File: src/rtl/inst_queue_pkg.sv
// Shared types for the fetch-to-decode instruction queue: the fetched packet
// layout and the NOP encoding decode sees when the queue has nothing to offer.
package inst_queue_pkg;

    localparam logic [31:0] NOP_INST = 32'h0000_0013;

    typedef struct packed {
        logic [31:0] inst;
        logic [63:0] pc;
        logic [4:0]  cause;
        logic [63:0] tval;
    } pkt_t;

    localparam int PKT_W = $bits(pkt_t);

    // Packet presented to decode whenever no valid head exists.
    function automatic pkt_t idle_pkt();
        pkt_t p;
        p.inst  = NOP_INST;
        p.pc    = 64'd0;
        p.cause = 5'd0;
        p.tval  = 64'd0;
        return p;
    endfunction

    // A non-zero cause marks a faulting fetch.
    function automatic logic is_fault(input logic [4:0] cause);
        return (cause != 5'd0);
    endfunction

endpackage

File: src/rtl/inst_queue_if.sv
// Fetch/decode handshake bundle for inst_queue. The queue uses the slave
// modport; the fetch/decode environment uses the master modport.
interface inst_queue_if #(
    parameter int DEPTH = 4
);
    logic                     flush;
    logic                     in_valid;
    logic                     in_ready;
    logic [31:0]              in_inst;
    logic [63:0]              in_pc;
    logic [4:0]               in_cause;
    logic [63:0]              in_tval;
    logic                     out_valid;
    logic                     out_ready;
    logic [31:0]              out_inst;
    logic [63:0]              out_pc;
    logic [4:0]               out_cause;
    logic [63:0]              out_tval;
    logic [$clog2(DEPTH):0]   count;

    modport slave (
        input  flush, in_valid, in_inst, in_pc, in_cause, in_tval, out_ready,
        output in_ready, out_valid, out_inst, out_pc, out_cause, out_tval, count
    );

    modport master (
        output flush, in_valid, in_inst, in_pc, in_cause, in_tval, out_ready,
        input  in_ready, out_valid, out_inst, out_pc, out_cause, out_tval, count
    );

endinterface

File: src/rtl/inst_queue_mem.sv
// Packet storage for inst_queue: DEPTH entries, one synchronous write port and
// one asynchronous read port. Contents need no reset; validity is tracked by
// the pointers in the parent.
module inst_queue_mem
    import inst_queue_pkg::*;
#(
    parameter int DEPTH = 4
) (
    input  logic                       clk,
    input  logic                       i_we,
    input  logic [$clog2(DEPTH)-1:0]   i_waddr,
    input  pkt_t                       i_wdata,
    input  logic [$clog2(DEPTH)-1:0]   i_raddr,
    output pkt_t                       o_rdata
);

    pkt_t r_mem [DEPTH];

    // Write the incoming packet into the slot addressed by the write pointer.
    always_ff @(posedge clk) begin
        if (i_we) begin
            r_mem[i_waddr] <= i_wdata;
        end
    end

    assign o_rdata = r_mem[i_raddr];

endmodule

File: src/rtl/inst_queue.sv
// Instruction queue between fetch and decode.
// Circular buffer with MSB-extended pointers, a fault hold that blocks
// everything younger than a faulting fetch, and a one-cycle flush for redirects.
// Optional macro INST_QUEUE_BYPASS_EN: when the queue is empty the incoming
// packet is shown to decode in the same cycle and, if taken, never stored.
module inst_queue
    import inst_queue_pkg::*;
#(
    parameter int DEPTH = 4
) (
    input logic          clk,
    input logic          rst_n,
    inst_queue_if.slave  q
);

    localparam int AW = $clog2(DEPTH);
    localparam int PW = AW + 1;
    localparam logic [PW-1:0] PTR_ONE  = {{(PW-1){1'b0}}, 1'b1};
    localparam logic [PW-1:0] PTR_ZERO = {PW{1'b0}};

    logic [PW-1:0] r_wptr;
    logic [PW-1:0] r_rptr;
    logic [PW-1:0] r_count;
    logic          r_fault_hold;

    logic          w_empty;
    logic          w_full;
    logic          w_in_ready;
    logic          w_out_valid;
    logic          w_push;
    logic          w_pop;
    logic          w_direct;
    logic          w_wr;
    logic          w_rd;
    pkt_t          w_in_pkt;
    pkt_t          w_head_pkt;
    pkt_t          w_out_pkt;

    // Gather the incoming fetch fields into one packet.
    always_comb begin
        w_in_pkt.inst  = q.in_inst;
        w_in_pkt.pc    = q.in_pc;
        w_in_pkt.cause = q.in_cause;
        w_in_pkt.tval  = q.in_tval;
    end

    // Equal pointers mean empty; equal index with differing wrap bit means full.
    assign w_empty = (r_wptr == r_rptr);
    assign w_full  = (r_wptr[AW-1:0] == r_rptr[AW-1:0]) && (r_wptr[AW] != r_rptr[AW]);

    // Acceptance depends only on registered state and the redirect.
    assign w_in_ready = !w_full && !r_fault_hold && !q.flush;

    // Choose what decode sees: stored head, bypassed input, or the idle packet.
    always_comb begin
        w_out_valid = 1'b0;
        w_out_pkt   = idle_pkt();
        if (q.flush) begin
            w_out_valid = 1'b0;
            w_out_pkt   = idle_pkt();
        end else if (!w_empty) begin
            w_out_valid = 1'b1;
            w_out_pkt   = w_head_pkt;
`ifdef INST_QUEUE_BYPASS_EN
        end else if (q.in_valid && !r_fault_hold) begin
            w_out_valid = 1'b1;
            w_out_pkt   = w_in_pkt;
`endif
        end else begin
            w_out_valid = 1'b0;
            w_out_pkt   = idle_pkt();
        end
    end

    assign w_push   = q.in_valid && w_in_ready;
    assign w_pop    = w_out_valid && q.out_ready;
    // A pop while empty can only be a bypassed packet taken straight by decode.
    assign w_direct = w_pop && w_empty;
    assign w_wr     = w_push && !w_direct;
    assign w_rd     = w_pop && !w_empty;

    inst_queue_mem #(
        .DEPTH (DEPTH)
    ) u_mem (
        .clk     (clk),
        .i_we    (w_wr),
        .i_waddr (r_wptr[AW-1:0]),
        .i_wdata (w_in_pkt),
        .i_raddr (r_rptr[AW-1:0]),
        .o_rdata (w_head_pkt)
    );

    // Advance pointers and occupancy; a redirect discards everything and wins over push/pop.
    always_ff @(posedge clk or negedge rst_n) begin
        if (!rst_n) begin
            r_wptr  <= PTR_ZERO;
            r_rptr  <= PTR_ZERO;
            r_count <= PTR_ZERO;
        end else if (q.flush) begin
            r_wptr  <= PTR_ZERO;
            r_rptr  <= PTR_ZERO;
            r_count <= PTR_ZERO;
        end else begin
            if (w_wr) begin
                r_wptr <= r_wptr + PTR_ONE;
            end
            if (w_rd) begin
                r_rptr <= r_rptr + PTR_ONE;
            end
            case ({w_wr, w_rd})
                2'b10:   r_count <= r_count + PTR_ONE;
                2'b01:   r_count <= r_count - PTR_ONE;
                default: r_count <= r_count;
            endcase
        end
    end

    // Once a faulting packet is accepted, refuse fetch output until redirected.
    always_ff @(posedge clk or negedge rst_n) begin
        if (!rst_n) begin
            r_fault_hold <= 1'b0;
        end else if (q.flush) begin
            r_fault_hold <= 1'b0;
        end else if (w_push && is_fault(q.in_cause)) begin
            r_fault_hold <= 1'b1;
        end
    end

    assign q.in_ready  = w_in_ready;
    assign q.out_valid = w_out_valid;
    assign q.out_inst  = w_out_pkt.inst;
    assign q.out_pc    = w_out_pkt.pc;
    assign q.out_cause = w_out_pkt.cause;
    assign q.out_tval  = w_out_pkt.tval;
    assign q.count     = r_count;

endmodule

File: src/flat_wrapper.sv
// flat-port wrapper written by rule: the top's interface ports become plain ports
module inst_queue_flat import inst_queue_pkg::*;
#(
    parameter int DEPTH = 4
)
  (clk, rst_n, q_flush, q_in_valid, q_in_inst, q_in_pc, q_in_cause, q_in_tval, q_out_ready, q_in_ready, q_out_valid, q_out_inst, q_out_pc, q_out_cause, q_out_tval, q_count);
  inst_queue_if #(.DEPTH(DEPTH)) q_i ();
  input logic clk;
  input logic rst_n;
  input wire logic [$bits(q_i.flush)-1:0] q_flush;
  input wire logic [$bits(q_i.in_valid)-1:0] q_in_valid;
  input wire logic [$bits(q_i.in_inst)-1:0] q_in_inst;
  input wire logic [$bits(q_i.in_pc)-1:0] q_in_pc;
  input wire logic [$bits(q_i.in_cause)-1:0] q_in_cause;
  input wire logic [$bits(q_i.in_tval)-1:0] q_in_tval;
  input wire logic [$bits(q_i.out_ready)-1:0] q_out_ready;
  output wire logic [$bits(q_i.in_ready)-1:0] q_in_ready;
  output wire logic [$bits(q_i.out_valid)-1:0] q_out_valid;
  output wire logic [$bits(q_i.out_inst)-1:0] q_out_inst;
  output wire logic [$bits(q_i.out_pc)-1:0] q_out_pc;
  output wire logic [$bits(q_i.out_cause)-1:0] q_out_cause;
  output wire logic [$bits(q_i.out_tval)-1:0] q_out_tval;
  output wire logic [$bits(q_i.count)-1:0] q_count;
  assign q_i.flush = q_flush;
  assign q_i.in_valid = q_in_valid;
  assign q_i.in_inst = q_in_inst;
  assign q_i.in_pc = q_in_pc;
  assign q_i.in_cause = q_in_cause;
  assign q_i.in_tval = q_in_tval;
  assign q_i.out_ready = q_out_ready;
  assign q_in_ready = q_i.in_ready;
  assign q_out_valid = q_i.out_valid;
  assign q_out_inst = q_i.out_inst;
  assign q_out_pc = q_i.out_pc;
  assign q_out_cause = q_i.out_cause;
  assign q_out_tval = q_i.out_tval;
  assign q_count = q_i.count;
  inst_queue #(.DEPTH(DEPTH)) u_core (.clk(clk), .rst_n(rst_n), .q(q_i));
endmodule
File: config.mk
export PLATFORM = sky130hd
export DESIGN_NAME = inst_queue_flat
export DESIGN_NICKNAME = d
export VERILOG_FILES = /design/src/rtl/inst_queue_pkg.sv /design/src/rtl/inst_queue_if.sv /design/src/rtl/inst_queue_mem.sv /design/src/rtl/inst_queue.sv /design/src/flat_wrapper.sv
export SDC_FILE = /design/constraint.sdc
export NUM_CORES = 1
export LEC_CHECK = 0
export CORE_UTILIZATION = 50
export DETAILED_ROUTE_END_ITERATION = 8
export PLACE_DENSITY = 0.74
export RECOVER_POWER = 100
export SLEW_MARGIN = 20
export SYNTH_ARGS = -nofsm -noshare
export SYNTH_HDL_FRONTEND = slang
export SYNTH_SLANG_ARGS = --single-unit
File: constraint.sdc
create_clock -name clk -period 10.4 [get_ports clk]
set_input_delay 2.08 -clock clk [delete_from_list [all_inputs] [get_ports clk]]
set_output_delay 2.08 -clock clk [all_outputs]
set_load 0.005 [all_outputs]
==> summary by stage <==
Placement
At the end of routability-driven placement, the weighted congestion stood at 0.737. The count of buffers inserted at the top-level ports is 339. The final HPWL from detailed placement is about 29 mm. The placed instances occupy a cell area of around 30000 um2.

Logic synthesis
Yosys attributes the largest share of cell area to edfxtp_1 (77%), mux4_2 (14%), and2_1 (4.1%). After synthesis, the mean cell area works out to around 23 um2. The post-synthesis instance area is ~26000 um2. The sequential share of the synthesized area is 78.3%.

The most used flip-flop cell after synthesis is edfxtp_1. The gate count of the mapped netlist is around 1100. For this run, asynchronously set or reset flops after synthesis account for under 10%. Counting flops and latches in the post-synthesis netlist gives 670. Of all cell types, the one taking the most synthesized area is edfxtp_1. Ranked by instance count, the synthesized netlist is headed by edfxtp_1 (660), and2_1 (166), mux4_2 (165), clkbuf_1 (27), buf_2 (22). Of the post-synthesis cell area, the dominant cell type holds just under 80%. The most common cell in the netlist is edfxtp_1.

The number of synthesized flops with an enable pin is 660. The Yosys step of the flow raised 0 warnings. The number of distinct library cells after synthesis is 43. The number of nets in the synthesized netlist is around 1300.

Clock tree
The clock insertion delay at the later pin of the skew report is slightly below 0.6 ns. The cell sitting at the root of the clock tree is a clkbuf_16. TritonCTS built the clock tree.

The total clock buffers created by CTS is 68. In this run the number of H-tree levels came out at 3. The clock net sink count is 670. The setup fix buffers added after clock tree synthesis is 0. The quantity of hold-fixing buffers added after cts is 0. The deepest clock path buffer count is 3.

The number of gates resized after CTS was 0. After clock tree synthesis, the clock-pin slew on the worst setup and hold paths is around 0.060 ns.

STA
Setup repair after global routing left no endpoint under its margin. In the final timing run, aggregate negative setup slack is 0 ns. For the final database, setup skew stands at roughly 0.026 ns. The number of max-slew violations in the final report came to ~330. The final-report setup violation count is 0. The pin slew with the least headroom to its limit is ~4.5 ns. The timing-limited maximum frequency is approximately 0.12 GHz. The final-report hold violation count was 0.

The post-layout minimum cycle time is slightly above 8 ns. In this run the tightest slew margin relative to its limit is -201%. The portion of the clock cycle consumed by the worst path in the final layout is between 70% and 80%.

Global route
For this run the aggregate overflow at the end of global routing stands at 0. The initial antenna violation count was 17. In the global route stage, met2 resource usage came out at a little under a third. For this run, global-route usage on met3 was measured as slightly below 5%. The total routing resource utilization after global routing is about 19%. The global-route wire length before repair is 76.0 mm. The number of global-route vias before repair is between 10000 and 15000. The met1 track demand over resource is approximately 25%. Entering global routing, the biggest net connects 112 pins.

In this run the most used layer during global routing was met2.

Layout
In the final layout, the share of cells above drive strength 1 is about 18%. The signed area change from the synthesized netlist to the final layout is 24.5%. The final-stage net count is 1676. With fillers left out, the area of the finished cells amounts to roughly 32000 um2.

Power and ir drop
Internal power comes to roughly 5.0 mW. For this design the ratio of total power to cell area is between 200 and 250 nW/um2. The share of total power dissipated in combinational logic is approximately 17%.

IR analysis of the VDD net gives a maximum drop of about 0.20 mV. The switching power is 1.49 mW. The switching fraction of total power is 22.9%. The leakage power figure is 10.2 nW. Sequential cells account for a little under half of the total power. The share of total power dissipated in the clock network is between 30 and 40%.

Flow run
The number of violations of the max-capacitance limit is 7.

Detailed routing
The remaining design rule violation count is 0. The detail-routed via count per cell is 5.43. The routed via count is about 12000. The total routed wirelength is 50.0 mm.

Before antenna repair, the detailed router went through 5 iterations. Dividing the detail-routed wire length by the instance count gives around 22 um. Once detail routing completed, the nets flagged for antenna violations numbered 0. The iteration-0 DRC count of the detailed router is ~740.

Hold path
The worst hold path begins at u_core.r_fault_hold. The path category of the worst min-delay check is reg -> reg.

Setup path
The data arrival time of the critical path is between 8 and 9 ns. The nature of the critical path startpoint is a primary input. The startpoint of the worst register-to-register path is u_core.r_rptr[1]. The nature of the critical path endpoint is a flop.

The launching element of the worst setup path is q_flush. The critical path is of the in -> reg type. Of all nets on the critical path, the largest fanout is between 50 and 60. The data required time of the critical path is ~11 ns.

Run status
The final reports fail on capacitance limit, slew limit. The run finished, with violations left.

Floorplanning
The initial standard-cell utilization of the core is approximately 51%. The number of rows in the core area is 82. In this run the standard cell core region covers around 50000 um2.

The die outline height is around 230 um. The die covers around 52000 um2. The number of top-level design ports is 340. The die span in x is roughly 230 um.
critical path, stage by stage:
cell           delay [ns]
dlygate4sd3_1        0.79
or3b_2               0.61
a21oi_1              0.61
and2_0               2.59
clkbuf_2             1.56
sequential cells by signal, summed over array words and instances, names as in the netlist:
register / cells
u_core.q.count: 3
u_core.r_fault_hold: 1
u_core.r_rptr: 3
u_core.r_wptr: 3
u_core.u_mem.r_mem: 660
per-stage QoR:
step | hold slack (ns) | std cells | total power, mW | setup slack [ns] | util, %
2_1_floorplan | 0.524 | 1134 | 3.79 | 3.06 | -
3_3_place_gp | 0.543 | 2100 | 4.29 | 2.99 | 59.1
3_5_place_dp | 0.560 | 2101 | 4.31 | 3.44 | 59.1
4_1_cts | 0.562 | 2223 | 6.62 | 3.46 | 63.3
5_1_grt | 0.593 | 2233 | 6.74 | 1.71 | 63.3
6_report | 0.558 | 2241 | 6.50 | 2.22 | 63.3
power by group through the flow:
stage	logic [mW]	registers (mW)	clock network, mW
floorplan	0.656	3.14	0
global placement	1.12	3.16	0
detailed placement	1.14	3.17	0
CTS	1.14	3.11	2.37
global route	1.16	3.12	2.46
finish	1.07	3.11	2.31
final timing paths:
| check | cells past startpoint | slack (ns) | endpoint |
|---|---|---|---|
| min in group asynchronous | 1 | 1.89 | u_core.q.count[2] |
| setup / recovery | 5 | 2.22 | u_core.u_mem.r_mem[0][27] |
| hold / removal | 2 | 0.56 | u_core.r_fault_hold |
| hold reg to reg | 2 | 0.56 | u_core.r_fault_hold |
| max in group asynchronous | 1 | 8.11 | u_core.r_rptr[0] |
| setup reg to reg | 5 | 2.70 | u_core.u_mem.r_mem[0][27] |
per-layer routing:
metal / vias up / wire length (um)
met5: - / 72
met4: 12 / 1120
met3: 93 / 2990
met2: 332 / 25300
met1: 6336 / 20500
li1: 5403 / -
area by class of cell:
cell class / instances / area, um2
sequential: 670 / 20100
fill: 3387 / 18500
multi-input combinational: 402 / 5260
timing repair buffer: 354 / 3560
clock buffer: 85 / 1810
tap: 672 / 841
clock inverter: 37 / 312
antenna: 17 / 42.5
inverter: 4 / 15.0
layout by cell type, fill, tap and decap left out, types with 2 or more instances in the layout:
cell and n:
a211oi_1 2, a21oi_1 7, and2_0 98, and2_1 68, buf_12 3, buf_4 10
bufinv_16 4, clkbuf_1 15, clkbuf_16 70, clkdlybuf4s50_1 100, clkinv_1 14, clkinv_2 12
dfrtp_1 9, diode_2 17, dlygate4sd3_1 239, edfxtp_1 660, ha_1 5, inv_1 4
inv_6 3, mux2_2 2, mux4_2 165, nand2_1 5, nand2b_1 2, nand3_1 2
nor2_1 13, nor2b_1 2, nor3_1 2, o21ai_0 6, or3_1 3, xnor2_1 2
xor2_1 3
kinds of logic after synthesis:
kind of cell / synth area share, %
xor+xnor: 0.278
buf+inv: 1.09
mux: 14.7
fa+ha+maj: 0.322
compound gates: 0.600
simple gates: 4.76
flops: 78.3
No activity file was read; power rests on OpenSTA's default activity.
==> edit: new RTL, same flow settings <==
`DEPTH` is set to 4 in 4 places; all go to 2.
--- a/src/rtl/inst_queue_if.sv
+++ b/src/rtl/inst_queue_if.sv
@@ -1,7 +1,7 @@
 // Fetch/decode handshake bundle for inst_queue. The queue uses the slave
 // modport; the fetch/decode environment uses the master modport.
 interface inst_queue_if #(
-    parameter int DEPTH = 4
+    parameter int DEPTH = 2
 );
     logic                     flush;
     logic                     in_valid;
--- a/src/rtl/inst_queue_mem.sv
+++ b/src/rtl/inst_queue_mem.sv
@@ -4,7 +4,7 @@
 module inst_queue_mem
     import inst_queue_pkg::*;
 #(
-    parameter int DEPTH = 4
+    parameter int DEPTH = 2
 ) (
     input  logic                       clk,
     input  logic                       i_we,
--- a/src/rtl/inst_queue.sv
+++ b/src/rtl/inst_queue.sv
@@ -6,7 +6,7 @@
 module inst_queue
     import inst_queue_pkg::*;
 #(
-    parameter int DEPTH = 4
+    parameter int DEPTH = 2
 ) (
     input logic          clk,
     input logic          rst_n,
--- a/src/flat_wrapper.sv
+++ b/src/flat_wrapper.sv
@@ -1,7 +1,7 @@
 // flat-port wrapper written by rule: the top's interface ports become plain ports
 module inst_queue_flat import inst_queue_pkg::*;
 #(
-    parameter int DEPTH = 4
+    parameter int DEPTH = 2
 )
   (clk, rst_n, q_flush, q_in_valid, q_in_inst, q_in_pc, q_in_cause, q_in_tval, q_out_ready, q_in_ready, q_out_valid, q_out_inst, q_out_pc, q_out_cause, q_out_tval, q_count);
   inst_queue_if #(.DEPTH(DEPTH)) q_i ();
Interface: changed (resized q_count); port bits go from 340 to 339. The function was not compared with the original's and may differ.
==> edit against the unedited design <==
- the run still ends with capacitance limit, slew limit left
- global-route usage is 1.1 points higher
- final area fell by 45%
- sequential cell count decreased by 333
- wire length shrank 45%
- power fell by 40%
- critical path depth is the same
- synthesized area is 50% lower
- register-to-register slack better by 2.4 ns
- worst setup slack better by 0.76 ns
- core utilization increased by 6.3 points
- critical endpoint is now q_out_pc[30]
==> edit: results (changes against the unedited design) <==
- Number of flops mapped to enable cells by yosys: 330 (-50%)
- Post-synthesis mux area share: 13.0% (-1.7 points)
- Starting DRT DRC Count: 514 (-30%)
- Leak Pwr: 6.25 nW (-39%)
- Pins Over Slew Limit: 332 (-0.30%)
- CP top delay family: buffers and inverters
- Worst r2r dst: u_core.u_mem.r_mem[0][84]
- Fin Setup TNS: 0 ns (unchanged)
- Port-buffer cells: 338 (-0.29%)
- GRT Util Overall: 20.5% (+1.1 points)
- Placer Congestion: 0.762 (+3.3%)
- Violated checks: capacitance limit, slew limit
- Synth Area in Adders: 0% (-0.32 points)
- Status: finished with violations
- Initial antenna violation count: 12 (-5)
- Most frequent cells after synthesis: edfxtp_1 (330), nor2_1 (171), mux2i_1 (165)
- CTS H-Tree Depth: 2 (-1)
- Syn_nets: 916 (-30%)
- Post-detail-place hpwl: 17500 µm (-40%)
- Compound-Gate Fraction of Synth Area: 0.634% (+0.034 points)
- Switching pwr: 0.00106 W (-28%)
- Clk_lat worst skew: 0.50 ns (-0.09 ns)
- Area contributors post-synth: edfxtp_1 (77%), mux2i_1 (13%), nor2_1 (5.0%)
- MaxCap Viol Count: 2 (-5)
- Vias in the first global route: 7470 (-42%)
- Fin area: 0.0175 mm² (-45%)
- CP max stage cell: clkbuf_1
- Worst Max-Slew Pin Slew: 4.41 ns (-0.102 ns)
- Max FO, Critical Path: 73 (+28%)
- Placed cell areas: 0.0165 mm² (-45%)
- Routed WL per cell: 18.9 µm (-15%)
- Async set-reset flop share out of synthesis: 2.08% (+0.58 points)
- Largest net degree at the start of global routing: 166 (+48%)
- Worst Path Arrival: 5.34 ns (-3.01 ns)
- Worst hold stages: 2 (unchanged)
- First-pass GRT wire length: 40800 µm (-46%)
- Routed vias: 7394 (-39%)
- Critical path's largest stage delay: 0.82 ns (-1.77 ns)
- Synth Flop Type: edfxtp_1
- Share of cells above drive strength 1: 4.86% (-13 points)
- Netlist cell types: 27 (-37%)
- Worst reg-to-reg setup slack: 5.10 ns (+2.40 ns)
- Total Nets Final: 1258 (-25%)
- R2r startpoint: u_core.r_rptr[0]
- TritonCTS Buffers: 34 (-50%)
- Reg2reg path depth: 4 (-1)
- Post-synthesis sequential area ratio: 78.6% (+0.32 points)
- Clock skew: 0.0130 ns (-0.0133 ns)
-- edit: worst max-delay path by stage --
stage | start | to
final | q_flush | q_out_pc[30]
after global routing | q_flush | q_out_pc[30]
after CTS | q_flush | q_out_tval[36]
after detailed placement | q_flush | q_out_inst[26]
after global placement | q_flush | q_out_tval[30]
after floorplan | q_in_valid | u_core.u_mem.r_mem[0][0]
-- edit: routing by layer --
metal | global-route usage (%) | wire [µm] | vias up
li1 | - | - | 3468
met3 | 6.10 | 2380 | 50
met2 | 34.5 | 13400 | 299
met5 | 0 | 28 | -
met1 | 25.5 | 11000 | 3571
met4 | 6.78 | 555 | 6
-- edit: logic make-up (layout without fill, tap and decap cells) --
| kind of cell | count (synthesis) | count (layout) |
|---|---|---|
| flops | 337 | 337 |
| other cells | 0 | 9 |
| xor+xnor | 7 | 7 |
| simple gates | 182 | 182 |
| buf+inv | 42 | 407 |
| mux | 166 | 166 |
| compound gates | 12 | 12 |
-- edit: final cells by class --
cell class                      count  area (µm²)
Sequential cell                   337       10100
Fill cell                        1685        7650
Timing Repair Buffer              345        3430
Multi-Input combinational cell    367        2530
Clock buffer                       43         948
Tap cell                          330         413
Clock inverter                     16        95.1
Antenna cell                        9        22.5
Inverter                            3        11.3
-- edit: per-stage QoR --
step,setup slack [ns],instances
floorplan,-3.97,746
global placement,3.40,1382
detailed placement,3.28,1382
CTS,3.27,1441
global route,2.76,1447
finish,2.98,1450
-- edit: power groups by stage --
stage	registers [W]	clock network, W	logic, W
finish	0.00167	0.00114	0.00108
global route	0.00168	0.00122	0.00117
CTS	0.00166	0.00116	0.00119
detailed placement	0.00169	0	0.00118
global placement	0.00168	0	0.00118
floorplan	0.00169	0	0.000651
-- edit: tightest hold or removal path: stages, from the launching register on --
cell     delay [ns]
dfrtp_1        0.36
a31oi_1        0.05
nor2_1         0.07
